`config.mk`:
```
export PLATFORM = sky130hd
export DESIGN_NAME = rv32_encoder
export DESIGN_NICKNAME = d
export VERILOG_FILES = /design/src/rtl/rv32_encoder_pkg.sv /design/src/rtl/rv32_field_packer.sv /design/src/rtl/rv32_encoder.sv
export SDC_FILE = /design/constraint.sdc
export NUM_CORES = 1
export LEC_CHECK = 0
export ABC_AREA = 1
export ABC_CLOCK_PERIOD_IN_PS = 8450
export BUFFER_PORTS_ARGS = -buffer_cell sky130_fd_sc_hd__clkbuf_2
export CORE_ASPECT_RATIO = 0.8
export CORE_MARGIN = 2
export CORE_UTILIZATION = 45
export DETAILED_ROUTE_END_ITERATION = 8
export GPL_ROUTABILITY_DRIVEN = 0
export GPL_TIMING_DRIVEN = 1
export HOLD_SLACK_MARGIN = 0.03
export PLACE_DENSITY = 0.7
export SYNTH_ARGS = -nofsm -noshare
export SYNTH_HDL_FRONTEND = slang
export SYNTH_SLANG_ARGS = --single-unit
```
`constraint.sdc`:
```
create_clock -name clk -period 8.45 [get_ports clk]
set_clock_uncertainty 0.2 [all_clocks]
set_input_delay 0.4225 -clock clk [delete_from_list [all_inputs] [get_ports clk]]
set_output_delay 0.4225 -clock clk [all_outputs]
set_load 0.02 [all_outputs]
```
`src/rtl/rv32_encoder_pkg.sv`:
```
// Shared RV32I encoder definitions: major opcodes, funct codes, NOP word and
// the instruction-format classification used by the field packer.
package rv32_encoder_pkg;

  localparam logic [6:0] OP_LUI    = 7'b0110111;
  localparam logic [6:0] OP_AUIPC  = 7'b0010111;
  localparam logic [6:0] OP_JAL    = 7'b1101111;
  localparam logic [6:0] OP_JALR   = 7'b1100111;
  localparam logic [6:0] OP_BRANCH = 7'b1100011;
  localparam logic [6:0] OP_LOAD   = 7'b0000011;
  localparam logic [6:0] OP_STORE  = 7'b0100011;
  localparam logic [6:0] OP_I_ALU  = 7'b0010011;
  localparam logic [6:0] OP_R_ALU  = 7'b0110011;
  localparam logic [6:0] OP_FENCE  = 7'b0001111;
  localparam logic [6:0] OP_SYSTEM = 7'b1110011;

  localparam logic [2:0] F3_SLL     = 3'b001;
  localparam logic [2:0] F3_SRL_SRA = 3'b101;
  localparam logic [6:0] F7_ZERO    = 7'h00;
  localparam logic [6:0] F7_ALT     = 7'h20;

  localparam logic [31:0] NOP_INSTR = 32'h0000_0013;

  typedef enum logic [2:0] {
    FMT_R, FMT_I, FMT_SH, FMT_S, FMT_B, FMT_U, FMT_J, FMT_BAD
  } fmt_e;

  function automatic fmt_e decode_fmt(input logic [6:0] op, input logic [2:0] f3);
    fmt_e fmt;
    case (op)
      OP_R_ALU:                               fmt = FMT_R;
      OP_I_ALU:                               fmt = (f3 == F3_SLL || f3 == F3_SRL_SRA) ? FMT_SH : FMT_I;
      OP_LOAD, OP_JALR, OP_SYSTEM, OP_FENCE:  fmt = FMT_I;
      OP_STORE:                               fmt = FMT_S;
      OP_BRANCH:                              fmt = FMT_B;
      OP_LUI, OP_AUIPC:                       fmt = FMT_U;
      OP_JAL:                                 fmt = FMT_J;
      default:                                fmt = FMT_BAD;
    endcase
    return fmt;
  endfunction

endpackage

```
`src/rtl/rv32_field_packer.sv`:
```
// Combinational RV32I field packer: places fields into the instruction word
// and flags bundles that have no legal encoding (word replaced by NOP).
module rv32_field_packer
  import rv32_encoder_pkg::*;
(
  input  logic [6:0]  op,
  input  logic [4:0]  rd,
  input  logic [4:0]  rs1,
  input  logic [4:0]  rs2,
  input  logic [2:0]  f3,
  input  logic [6:0]  f7,
  input  logic [31:0] imm,
  output logic [31:0] instr,
  output logic        err
);

  fmt_e               fmt;
  logic signed [31:0] imm_s;
  logic               fits_12, fits_13, fits_21, shamt_ok, f7_ok;
  logic [31:0]        word;
  logic               bad;

  assign fmt   = decode_fmt(op, f3);
  assign imm_s = imm;

  assign fits_12  = (imm_s >= -32'sd2048)    && (imm_s <= 32'sd2047);
  assign fits_13  = (imm_s >= -32'sd4096)    && (imm_s <= 32'sd4095);
  assign fits_21  = (imm_s >= -32'sd1048576) && (imm_s <= 32'sd1048575);
  assign shamt_ok = (imm[31:5] == '0);
  // SRA/SRAI is the only shift that may carry funct7 = 0x20
  assign f7_ok    = (f7 == F7_ZERO) || ((f7 == F7_ALT) && (f3 == F3_SRL_SRA));

  always_comb begin
    word = NOP_INSTR;
    bad  = 1'b0;
    case (fmt)
      FMT_R:  word = {f7, rs2, rs1, f3, rd, op};
      FMT_I:  begin word = {imm[11:0], rs1, f3, rd, op};                                    bad = !fits_12;           end
      FMT_SH: begin word = {f7, imm[4:0], rs1, f3, rd, op};                                 bad = !shamt_ok || !f7_ok; end
      FMT_S:  begin word = {imm[11:5], rs2, rs1, f3, imm[4:0], op};                         bad = !fits_12;           end
      FMT_B:  begin word = {imm[12], imm[10:5], rs2, rs1, f3, imm[4:1], imm[11], op};       bad = !fits_13 || imm[0]; end
      FMT_U:  begin word = {imm[31:12], rd, op};                                            bad = (imm[11:0] != '0);  end
      FMT_J:  begin word = {imm[20], imm[10:1], imm[11], imm[19:12], rd, op};               bad = !fits_21 || imm[0]; end
      default: bad = 1'b1;
    endcase
    instr = bad ? NOP_INSTR : word;
    err   = bad;
  end

endmodule

```
`src/rtl/rv32_encoder.sv`:
```
// RV32I encoder top: valid/ready field input, packed words queued with their
// target byte address, saturating count of illegal bundles.
module rv32_encoder
  import rv32_encoder_pkg::*;
#(
  parameter int ADDR_W     = 32,
  parameter int FIFO_DEPTH = 2,
  parameter int ERR_CNT_W  = 8
) (
  input  logic                 clk,
  input  logic                 reset,
  input  logic                 in_valid,
  output logic                 in_ready,
  input  logic [6:0]           in_opcode,
  input  logic [4:0]           in_rd,
  input  logic [4:0]           in_rs1,
  input  logic [4:0]           in_rs2,
  input  logic [2:0]           in_funct3,
  input  logic [6:0]           in_funct7,
  input  logic [31:0]          in_imm,
  input  logic                 load_base,
  input  logic [ADDR_W-1:0]    base_addr,
  output logic                 out_valid,
  input  logic                 out_ready,
  output logic [31:0]          out_instr,
  output logic [ADDR_W-1:0]    out_addr,
  output logic                 out_err,
  output logic [ERR_CNT_W-1:0] err_count
);

  localparam int              PTR_W   = $clog2(FIFO_DEPTH);
  localparam logic [PTR_W:0]  DEPTH_C = (PTR_W + 1)'(FIFO_DEPTH);

  function automatic logic [ERR_CNT_W-1:0] sat_inc(input logic [ERR_CNT_W-1:0] v);
    return (&v) ? v : v + 1'b1;
  endfunction

  logic [31:0]       pk_instr;
  logic              pk_err;
  logic [31:0]       instr_q [FIFO_DEPTH];
  logic [ADDR_W-1:0] addr_q  [FIFO_DEPTH];
  logic              err_q   [FIFO_DEPTH];
  logic [PTR_W-1:0]  wr_ptr, rd_ptr;
  logic [PTR_W:0]    count;
  logic [ADDR_W-1:0] addr_cnt, push_addr;
  logic              push, pop;

  rv32_field_packer u_packer (
    .op    (in_opcode),
    .rd    (in_rd),
    .rs1   (in_rs1),
    .rs2   (in_rs2),
    .f3    (in_funct3),
    .f7    (in_funct7),
    .imm   (in_imm),
    .instr (pk_instr),
    .err   (pk_err)
  );

  assign in_ready  = (count < DEPTH_C);
  assign out_valid = (count != '0);
  assign push      = in_valid && in_ready;
  assign pop       = out_valid && out_ready;
  // A same-cycle load_base redirects the word being pushed
  assign push_addr = load_base ? base_addr : addr_cnt;

  // Empty queue presents zeros so stale storage never reaches the outputs
  assign out_instr = out_valid ? instr_q[rd_ptr] : '0;
  assign out_addr  = out_valid ? addr_q[rd_ptr]  : '0;
  assign out_err   = out_valid ? err_q[rd_ptr]   : 1'b0;

  always_ff @(posedge clk) begin
    if (reset) begin
      wr_ptr    <= '0;
      rd_ptr    <= '0;
      count     <= '0;
      addr_cnt  <= '0;
      err_count <= '0;
    end else begin
      if (push) wr_ptr <= wr_ptr + 1'b1;
      if (pop)  rd_ptr <= rd_ptr + 1'b1;
      case ({push, pop})
        2'b10:   count <= count + 1'b1;
        2'b01:   count <= count - 1'b1;
        default: ;
      endcase
      if (push)           addr_cnt <= push_addr + ADDR_W'(4);
      else if (load_base) addr_cnt <= base_addr;
      if (push && pk_err) err_count <= sat_inc(err_count);
    end
  end

  // Queue storage is data only; occupancy is governed by the pointers above
  always_ff @(posedge clk) begin
    if (push) begin
      instr_q[wr_ptr] <= pk_instr;
      addr_q[wr_ptr]  <= push_addr;
      err_q[wr_ptr]   <= pk_err;
    end
  end

endmodule

```
==> results.md <==
- H-tree depth: 4
- Initial DRC Count: 656
- Num rows: 45
- Pwr/cell area: 263.1 mW/mm2
- CTS buffer count: 17
- # clock sinks: 175
- Non-filler cells, final: ~1,400
- DR WL/cell: 15.97 um
- DIE AREA: 0.02020 mm2
- Synth Warn #: 0
- Root buf cell: clkbuf_16
- Util after Layout: a little over half
- Worst EP arrival: 3.17 ns
- Worst slew margin: 31.14%
- RSZ-0062 raised after global routing: false
- First-pass GRT wire length: 35,110 um
- Vias: 7,482
- Die Span Y: 127.5 um
- Vias in the first global route: 6,803
- # setup viols final: 0
- Synth-to-Final Area Change: 19.66%
- Routed Antenna Nets: 0
- Port bufs: 175
- Commonest non-fill, non-tap cell in the layout: nand2_1
- Hold_buf cts: 0
- Worst hold path endpoint: addr_cnt[0]
- Crit path required time: 8.60 ns
- Post-route setup TNS: 0 ns
- MaxCap Viol Count: 0
- CTS resizes: 0
- Worst R2R End: addr_q[1][30]
- Multi-input logic area: between 0.003 and 0.004 mm2
- Worst slew pin tran: 1.030 ns
- Initial antenna violation count: 0
- Fin crit period: roughly 3.0 ns
- Reg-to-reg slack, setup: 5.71 ns
- Synth Instances: 989
- R2r startpoint: count[1]
- Largest net degree at the start of global routing: 66
- Status: completed
- Final Hold Viols: 0
- Layout cells sized above 1: 22.45%
- Slew Limit Fails: 0
- Ports: ~180
- Starting Density: 45.51%
- CTS clk-pin slew, worst paths: 0.08 ns
- Fmax: approximately 0.33 GHz
- P_leak: 0.004274 uW
- Hold Crit Class: input port to register
- Storage cell area: 0.004806 mm2
- Via/cell ratio: roughly 5.3
- Core area: 0.01886 mm2
- Seq/Total Area, Yosys: 55.98%
- GR Util All Layers: roughly 23%
- Fill count: roughly 1,700
- WL final: 22,760 um
- GR Overflow Total: 0
- Post-CTS Setup Bufs: 0
- Post-DP HPWL: about 16,000 um
- Synth cell types: between 40 and 50
- Worst-Skew Late Latency: 0.42 ns
- Worst hold start: base_addr[0]
- Hold path depth: 3
- Residual DRC: 0
- R2R depth: 4
- Max Root-Sink Buffers: 2
- Most frequent cells in the layout: nand2_1, clkbuf_2, edfxtp_1
- Synth Cell Area: 0.008583 mm2
- Register bit total from synthesis: 175
- Ant diodes: 0
- CTS tree: yes
- Crit-path max FO: between 40 and 50
- Nature of the critical path startpoint: input port
- Dpl cells: 1,393
- DR pass1 iterations: 7
- Synth Area per Inst: 8.679 um2
- Final period utilization: between 30% and 40%
- Max IR drop VDD: 0.0001417 V
- Critical path class: input port to register
- Worst Setup End Kind: register
- Layout Nets: roughly 1,300
- Die width: about 160 um
flip-flops by register name (all words and copies together) (netlist names), named ones only:
register,cells
addr_cnt,32
instr_q,64
wr_ptr,1
err_q,2
err_count,8
count,2
addr_q,64
rd_ptr,1
Yosys cell counts (all sizes together):
cell | count | area share (%)
nand2 | 281 | 12
edfxtp | 130 | 45
nor2 | 111 | 5.3
a21oi | 103 | 6.0
inv | 76 | 3.3
o21ai | 49 | 2.9
nand3 | 47 | 2.9
dfxtp | 45 | 10
buf | 22 | 1.4
or2 | 17 | 1.2
clkbuf | 16 | 0.70
nor3 | 15 | 1.2
a22oi | 13 | 1.1
a31oi | 13 | 0.95
nand4 | 11 | 0.87
o21a | 9 | 0.79
o31ai | 8 | 0.70
xor2 | 4 | 0.41
ha | 3 | 0.44
xnor2 | 3 | 0.31
a211oi | 2 | 0.17
a32o | 2 | 0.23
clkinv | 2 | 0.087
nand3b | 2 | 0.17
and2 | 1 | 0.073
and3 | 1 | 0.073
conb | 1 | 0.044
nor4 | 1 | 0.15
o22ai | 1 | 0.073
routing by layer:
metal  share of wire [%]  wire length, um  track usage, %  up-vias
li1                    -                -               -     3685
met1                  47            10660           32.04     3481
met2                  44            10050           34.94      287
met3                 7.5             1702           5.834       29
met4                 1.5              340           5.882        0
met5                   0                0               0        -
how the worst max path moves through the flow:
| stage | start | to | slack [ns] | cells past startpoint |
|---|---|---|---|---|
| 3_5_place_dp | in_opcode[0] | err_count[7] | 5.04 | 14 |
| 5_1_grt | in_opcode[0] | err_count[7] | 5.03 | 14 |
| 4_1_cts | in_opcode[0] | err_count[5] | 5.48 | 14 |
| 6_report | in_opcode[0] | err_count[7] | 5.43 | 14 |
| 2_1_floorplan | count[1] | addr_q[1][0] | 4.36 | 3 |
| 3_3_place_gp | in_opcode[0] | err_count[5] | 5.15 | 14 |
worst max-delay path: stages:
cell and delay [ns]:
clkbuf_2 0.09, nand2_1 0.08, inv_1 0.05, nand2_1 0.17, nor2_1 0.06, nor2_1 0.14, nand3_1 0.35, nor2_1 0.19
nor2_1 0.05, nor2_1 0.16, nand3_2 0.67, nand2_1 0.50, nand2_1 0.10, a21oi_1 0.13
stage by stage:
step / area [um2] / hold WS, ns / power [uW] / worst slack (ns)
floorplan: 8594 / 0.2262 / 1650 / 4.359
global placement: 9678 / 0.2302 / 1961 / 5.146
detailed placement: 9678 / 0.2465 / 1967 / 5.037
CTS: 10270 / 0.07161 / 2729 / 5.485
global route: 10270 / 0.09209 / 2846 / 5.032
finish: 10270 / 0.07920 / 2702 / 5.428
power by group:
| group | total [uW] | leakage [uW] | internal (uW) | switching (uW) |
|---|---|---|---|---|
| sequential | 1080 | 0.00161 | 1050 | 31.5 |
| clock | 762 | 0.000286 | 397 | 365 |
| combinational | 858 | 0.00237 | 220 | 638 |
kinds of logic (layout without fill, tap and decap cells):
group | after synthesis | after routing | synth area share (%)
other | 1 | 4 | 0.04369
and+or+nand+nor | 487 | 487 | 24.36
buffers and inverters | 116 | 291 | 5.554
xor gates and xnor gates | 7 | 7 | 0.7143
AOI/OAI and AO/OA | 200 | 200 | 12.92
adders and majority gates | 3 | 3 | 0.4374
DFF | 175 | 175 | 55.98
final cells by class:
| type | count | share of cell area [%] |
|---|---|---|
| Sequential cell | 175 | 46.79 |
| Clock buffer | 17 | 4.142 |
| Multi-Input combinational cell | 701 | 32.48 |
| Clock inverter | 15 | 1.632 |
| Tap cell | 258 | 3.143 |
| Inverter | 78 | 2.851 |
| Timing Repair Buffer | 181 | 8.966 |
Power figures use the tool's default switching activity.
